File: src/rtl/mips_pkg.sv
// Shared types for the ID-stage hazard scheduler: register index, scheduler
// state encoding and the in-flight scoreboard entry.
package mips_pkg;

  localparam int unsigned REG_W = 5;

  typedef logic [REG_W-1:0] reg_idx_t;

  typedef enum logic [1:0] {
    IDLE  = 2'd0,
    RUN   = 2'd1,
    STALL = 2'd2,
    HOLD  = 2'd3
  } sched_state_t;

  typedef struct packed {
    logic     valid;
    reg_idx_t rd;
    logic     is_load;
  } sb_entry_t;

  // $0 is never a real destination, so such writers are tracked as empty slots
  function automatic sb_entry_t mk_entry(input logic v, input reg_idx_t rd, input logic ld);
    sb_entry_t e;
    e.valid   = v && (rd != '0);
    e.rd      = rd;
    e.is_load = ld;
    return e;
  endfunction

endpackage

File: src/rtl/hazard_scoreboard.sv
// Three-deep EX/MEM/WB record of in-flight destination registers; the whole
// shift holds while the pipe is frozen.
module hazard_scoreboard
  import mips_pkg::*;
(
  input  logic      clk,
  input  logic      rst_n,
  input  logic      i_hold,
  input  sb_entry_t i_ex_in,
  output sb_entry_t o_ex,
  output sb_entry_t o_mem,
  output sb_entry_t o_wb
);

  sb_entry_t r_ex;
  sb_entry_t r_mem;
  sb_entry_t r_wb;

  always_ff @(posedge clk or negedge rst_n) begin
    if (!rst_n) begin
      r_ex  <= '0;
      r_mem <= '0;
      r_wb  <= '0;
    end else if (!i_hold) begin
      r_ex  <= i_ex_in;
      r_mem <= r_ex;
      r_wb  <= r_mem;
    end
  end

  assign o_ex  = r_ex;
  assign o_mem = r_mem;
  assign o_wb  = r_wb;

endmodule

File: src/rtl/hazard_scheduler.sv
// ID-stage RAW hazard detection and issue/stall/bubble control for a 5-stage
// pipe, with optional EX/MEM bypass (then only load-use hazards stall).
module hazard_scheduler
  import mips_pkg::*;
#(
  parameter int unsigned FORWARDING = 0,
  parameter int unsigned CNT_W      = 16
) (
  input  logic             clk,
  input  logic             reset,
  input  logic             id_valid,
  input  logic [4:0]       id_rs,
  input  logic [4:0]       id_rt,
  input  logic             id_use_rs,
  input  logic             id_use_rt,
  input  logic [4:0]       id_rd,
  input  logic             id_is_load,
  input  logic             mem_busy,
  output logic             issue,
  output logic             stall,
  output logic             bubble,
  output logic             freeze,
  output logic [CNT_W-1:0] bubble_cnt,
  output logic [1:0]       state_o
);

  localparam bit FWD_EN = (FORWARDING != 0);

  sb_entry_t    w_ex;
  sb_entry_t    w_mem;
  sb_entry_t    w_wb;
  sb_entry_t    w_ex_in;
  logic         w_haz_all;
  logic         w_haz_ld;
  logic         w_hazard;
  sched_state_t r_state;
  sched_state_t w_state_nxt;
  logic [CNT_W-1:0] r_cnt;

  function automatic logic src_hit(input reg_idx_t src, input logic used,
                                   input sb_entry_t e, input logic need_load);
    return used && (src != '0) && e.valid && (e.rd == src) && (!need_load || e.is_load);
  endfunction

  hazard_scoreboard u_sb (
    .clk     (clk),
    .rst_n   (reset),
    .i_hold  (mem_busy),
    .i_ex_in (w_ex_in),
    .o_ex    (w_ex),
    .o_mem   (w_mem),
    .o_wb    (w_wb)
  );

  // Without bypass any in-flight writer blocks; with bypass only a load in EX
  always_comb begin
    w_haz_all = src_hit(id_rs, id_use_rs, w_ex,  1'b0) | src_hit(id_rt, id_use_rt, w_ex,  1'b0) |
                src_hit(id_rs, id_use_rs, w_mem, 1'b0) | src_hit(id_rt, id_use_rt, w_mem, 1'b0) |
                src_hit(id_rs, id_use_rs, w_wb,  1'b0) | src_hit(id_rt, id_use_rt, w_wb,  1'b0);
    w_haz_ld  = src_hit(id_rs, id_use_rs, w_ex, 1'b1) | src_hit(id_rt, id_use_rt, w_ex, 1'b1);
    w_hazard  = FWD_EN ? w_haz_ld : w_haz_all;
  end

  always_ff @(posedge clk or negedge reset) begin
    if (!reset) r_state <= IDLE;
    else        r_state <= w_state_nxt;
  end

  // Control outputs are gated by reset so nothing advances while it is held
  always_comb begin
    issue       = 1'b0;
    stall       = 1'b0;
    bubble      = 1'b0;
    freeze      = 1'b0;
    w_state_nxt = IDLE;
    if (reset) begin
      freeze = mem_busy;
      issue  = id_valid & ~w_hazard & ~mem_busy;
      stall  = id_valid &  w_hazard & ~mem_busy;
      bubble = stall;
    end
    if (freeze)     w_state_nxt = HOLD;
    else if (stall) w_state_nxt = STALL;
    else if (issue) w_state_nxt = RUN;
  end

  assign w_ex_in = mk_entry(issue, id_rd, id_is_load);

  always_ff @(posedge clk or negedge reset) begin
    if (!reset)                     r_cnt <= '0;
    else if (bubble && r_cnt != '1) r_cnt <= r_cnt + CNT_W'(1);
  end

  assign bubble_cnt = r_cnt;
  assign state_o    = r_state;

endmodule

File: config.mk
export PLATFORM = sky130hd
export DESIGN_NAME = hazard_scheduler
export DESIGN_NICKNAME = d
export VERILOG_FILES = /design/src/rtl/mips_pkg.sv /design/src/rtl/hazard_scoreboard.sv /design/src/rtl/hazard_scheduler.sv
export SDC_FILE = /design/constraint.sdc
export NUM_CORES = 1
export LEC_CHECK = 0
export ABC_AREA = 1
export CORE_UTILIZATION = 45
export CTS_BUF_LIST = sky130_fd_sc_hd__clkbuf_8 sky130_fd_sc_hd__clkbuf_16
export DETAILED_ROUTE_END_ITERATION = 6
export PLACE_DENSITY = 0.74
export SKIP_CTS_REPAIR_TIMING = 1
export SYNTH_ARGS = -nofsm -noshare
export SYNTH_HDL_FRONTEND = slang
export SYNTH_SLANG_ARGS = --single-unit
File: constraint.sdc
create_clock -name clk -period 1.8 [get_ports clk]
set_clock_uncertainty 0.05 [all_clocks]
set_input_delay 0.36 -clock clk [delete_from_list [all_inputs] [get_ports clk]]
set_output_delay 0.36 -clock clk [all_outputs]
set_load 0.01 [all_outputs]
==> metrics.txt <==
sum of negative setup slack -2.759 ns; violated checks negative setup slack; core occupancy in the finished layout roughly two thirds; RSZ-0062 raised after global routing true; mux share of post-synthesis cell area 0%; GRT Resource Usage Total between 20% and 30%; minimum clock period after layout ~2.2 ns; worst hold slack after final layout between 0.15 and 0.2 ns; share of the synthesized netlist area taken by xor and xnor gates 12.32%; P_leak between 1.5 and 2 nW; top fanout value on the critical path 3; clock transition at the registers of the reported paths 0.08 ns; worst vdd rail ir drop about 0.48 mV; HP Class primary input to asynchronous set/reset pin; slack of the critical path -0.3807 ns; CORE AREA 4786 sq um; HPWL reported at the end of detailed placement 3937 um; syn nets between 300 and 400; worst-case headroom to the max-slew limit a little over two thirds; ratio of routed vias to standard cells just under 5; Distinct cells, synth 26; first-pass GRT wire length 9087 um; First-pass DRT Iterations 4; maximum capacitance violations 0; Final Hold Viols 0; die area roughly 5300 sq um; most common library cell in the layout ignoring fill and taps nand2_1; result of the run complete, but fails checks; Post-Synth Simple-Gate Area a little over a third; total routed wirelength around 5700 um; slew at the pin with the worst max-slew slack 0.4599 ns; wire per inst between 10 and 15 um; synthesized-area fraction occupied by adder cells less than 1%; Die Ht around 73 um; achievable clock frequency 0.4586 GHz; per-instance average area after synthesis between 7 and 8 sq um; cell count after synthesis roughly 310; Layout Nets 408; largest net degree at the start of global routing 37; share of cells above drive strength 1 a little under a fifth; Synth warnings 0; placer's final routability congestion estimate about 0.9; type of destination of the critical path output pin; part of the cycle the worst path needs 121.1%; area added between synthesis and finish 38.72%; overflow left after global routing 0; clock sinks 36; Port Buffer Count 42; cell area after synthesis about 2300 sq um; number of remaining DRC errors 0; PwrDens between 600 and 700 nW/um^2; Vias between 2000 and 2500; clk root buf clkbuf_8; largest family of logic cells by synthesized area simple AND/OR/NAND/NOR gates; data arrival time of the critical path around 1.8 ns; total CTS buffers 5; launching element type of the critical path flop; WS Path Type flop to output pin; violation count after the first detailed-route iteration 70; number of primary I/O pins 44; diode count 0; most used cells in the layout excluding fill and tap cells nand2_1 (108), dfrtp_1 (34), buf_4 (28); via count of the first global-routing pass 1976; Final ANT Viol Nets 0; clock tree from TritonCTS built; flops & latches, synth 36; Final Max Tran Viols 0; sequential element share of the synthesized area 39.60%; horizontal die dimension roughly 73 um; source-to-sink clock delay at the later pin of the worst-skew pair approximately 0.30 ns; number of antenna violations at the first check in global routing 0; Placement Rows 25; H-Tree Depth 2; Finish-stage setup viols 19; area fraction in compound gates after synthesis approximately 3%; worst slack, placed -0.9710 ns; required time of the critical path 1.39 ns; initial core utilization between 40% and 50%; maximum number of buffers from clock root to sink 2
-- through the flow --
step	cell area [sq um]	instances	total power [mW]
final	3156	453	1.932
after detailed placement	2898	437	1.311
after global routing	3156	453	2.032
after global placement	2898	437	1.305
after CTS	2990	445	1.926
after floorplan	2281	314	1.114
-- final timing paths --
| check | start | endpoint | slack [ns] | cells after the start |
|---|---|---|---|---|
| min reg2reg | u_sb.o_wb[6] | u_sb.o_wb[6] | 0.44 | 2 |
| max reg2reg | u_sb.o_wb[1] | bubble_cnt[9] | -0.13 | 12 |
| min | reset | bubble_cnt[11] | 0.18 | 3 |
| max | u_sb.o_wb[1] | stall | -0.38 | 11 |
| max in group asynchronous | reset | u_sb.o_ex[3] | 1.18 | 3 |
| min in group clk | u_sb.o_wb[6] | u_sb.o_wb[6] | 0.44 | 2 |
-- cell families after synthesis --
group                    Yosys count
AO/OA/AOI/OAI                     14
XOR/XNOR                          32
adder cells (fa/ha/maj)            1
AND/OR/NAND/NOR                  188
flip-flops                        36
buffers and inverters             43
-- power breakdown --
group	total, mW	internal [mW]	switching (mW)	leakage [nW]
sequential	0.914	0.861	0.0530	0.472
combinational	0.407	0.208	0.199	1.17
clock	0.611	0.306	0.306	0.0510
-- critical path: stages, from the launching register on --
cell	delay, ns
dfrtp_1	0.42
xnor2_1	0.17
nand2_1	0.08
nor2_2	0.14
nand3_1	0.11
nand2_1	0.10
nand2_1	0.07
nand3_2	0.10
buf_6	0.11
nand2_4	0.04
inv_4	0.05
buf_6	0.09
-- synthesized netlist by cell type, drive strengths merged --
library cell    n  area (sq um)
ha              1         12.51
nor2           28         115.1
clkinv          1         3.750
xnor2          16         140.1
buf             7         45.03
nand4          19         118.9
nor3            3         25.02
nand2         121         461.7
nor3b           1         12.51
inv            32         120.1
o21ai          14         70.06
dfrtp          36         900.9
xor2           16         140.1
clkbuf          3         11.26
nand3          16         97.60
-- layout make-up --
| class | count | area (sq um) |
|---|---|---|
| Multi-Input combinational cell | 236 | 1256 |
| Clock buffer | 6 | 82.58 |
| Inverter | 33 | 126.4 |
| Clock inverter | 2 | 10.01 |
| Timing Repair Buffer | 73 | 693.2 |
| Fill cell | 411 | 1630 |
| Sequential cell | 36 | 903.4 |
| Tap cell | 67 | 83.83 |
-- sequential cells by signal, indices dropped and copies added, names as in the netlist --
signal / flops
bubble_cnt: 16
u_sb.o_mem: 6
state_o: 2
u_sb.o_wb: 6
u_sb.o_ex: 6
-- routing by layer --
metal  vias up  track usage (%)  routed length [um]
met3        12            4.834                 232
met5         -                0                   0
met2        57            37.76                2899
met1      1011            27.66                2483
li1       1125                -                   -
met4         0            10.02                  96
No activity file was read; power rests on OpenSTA's default activity.
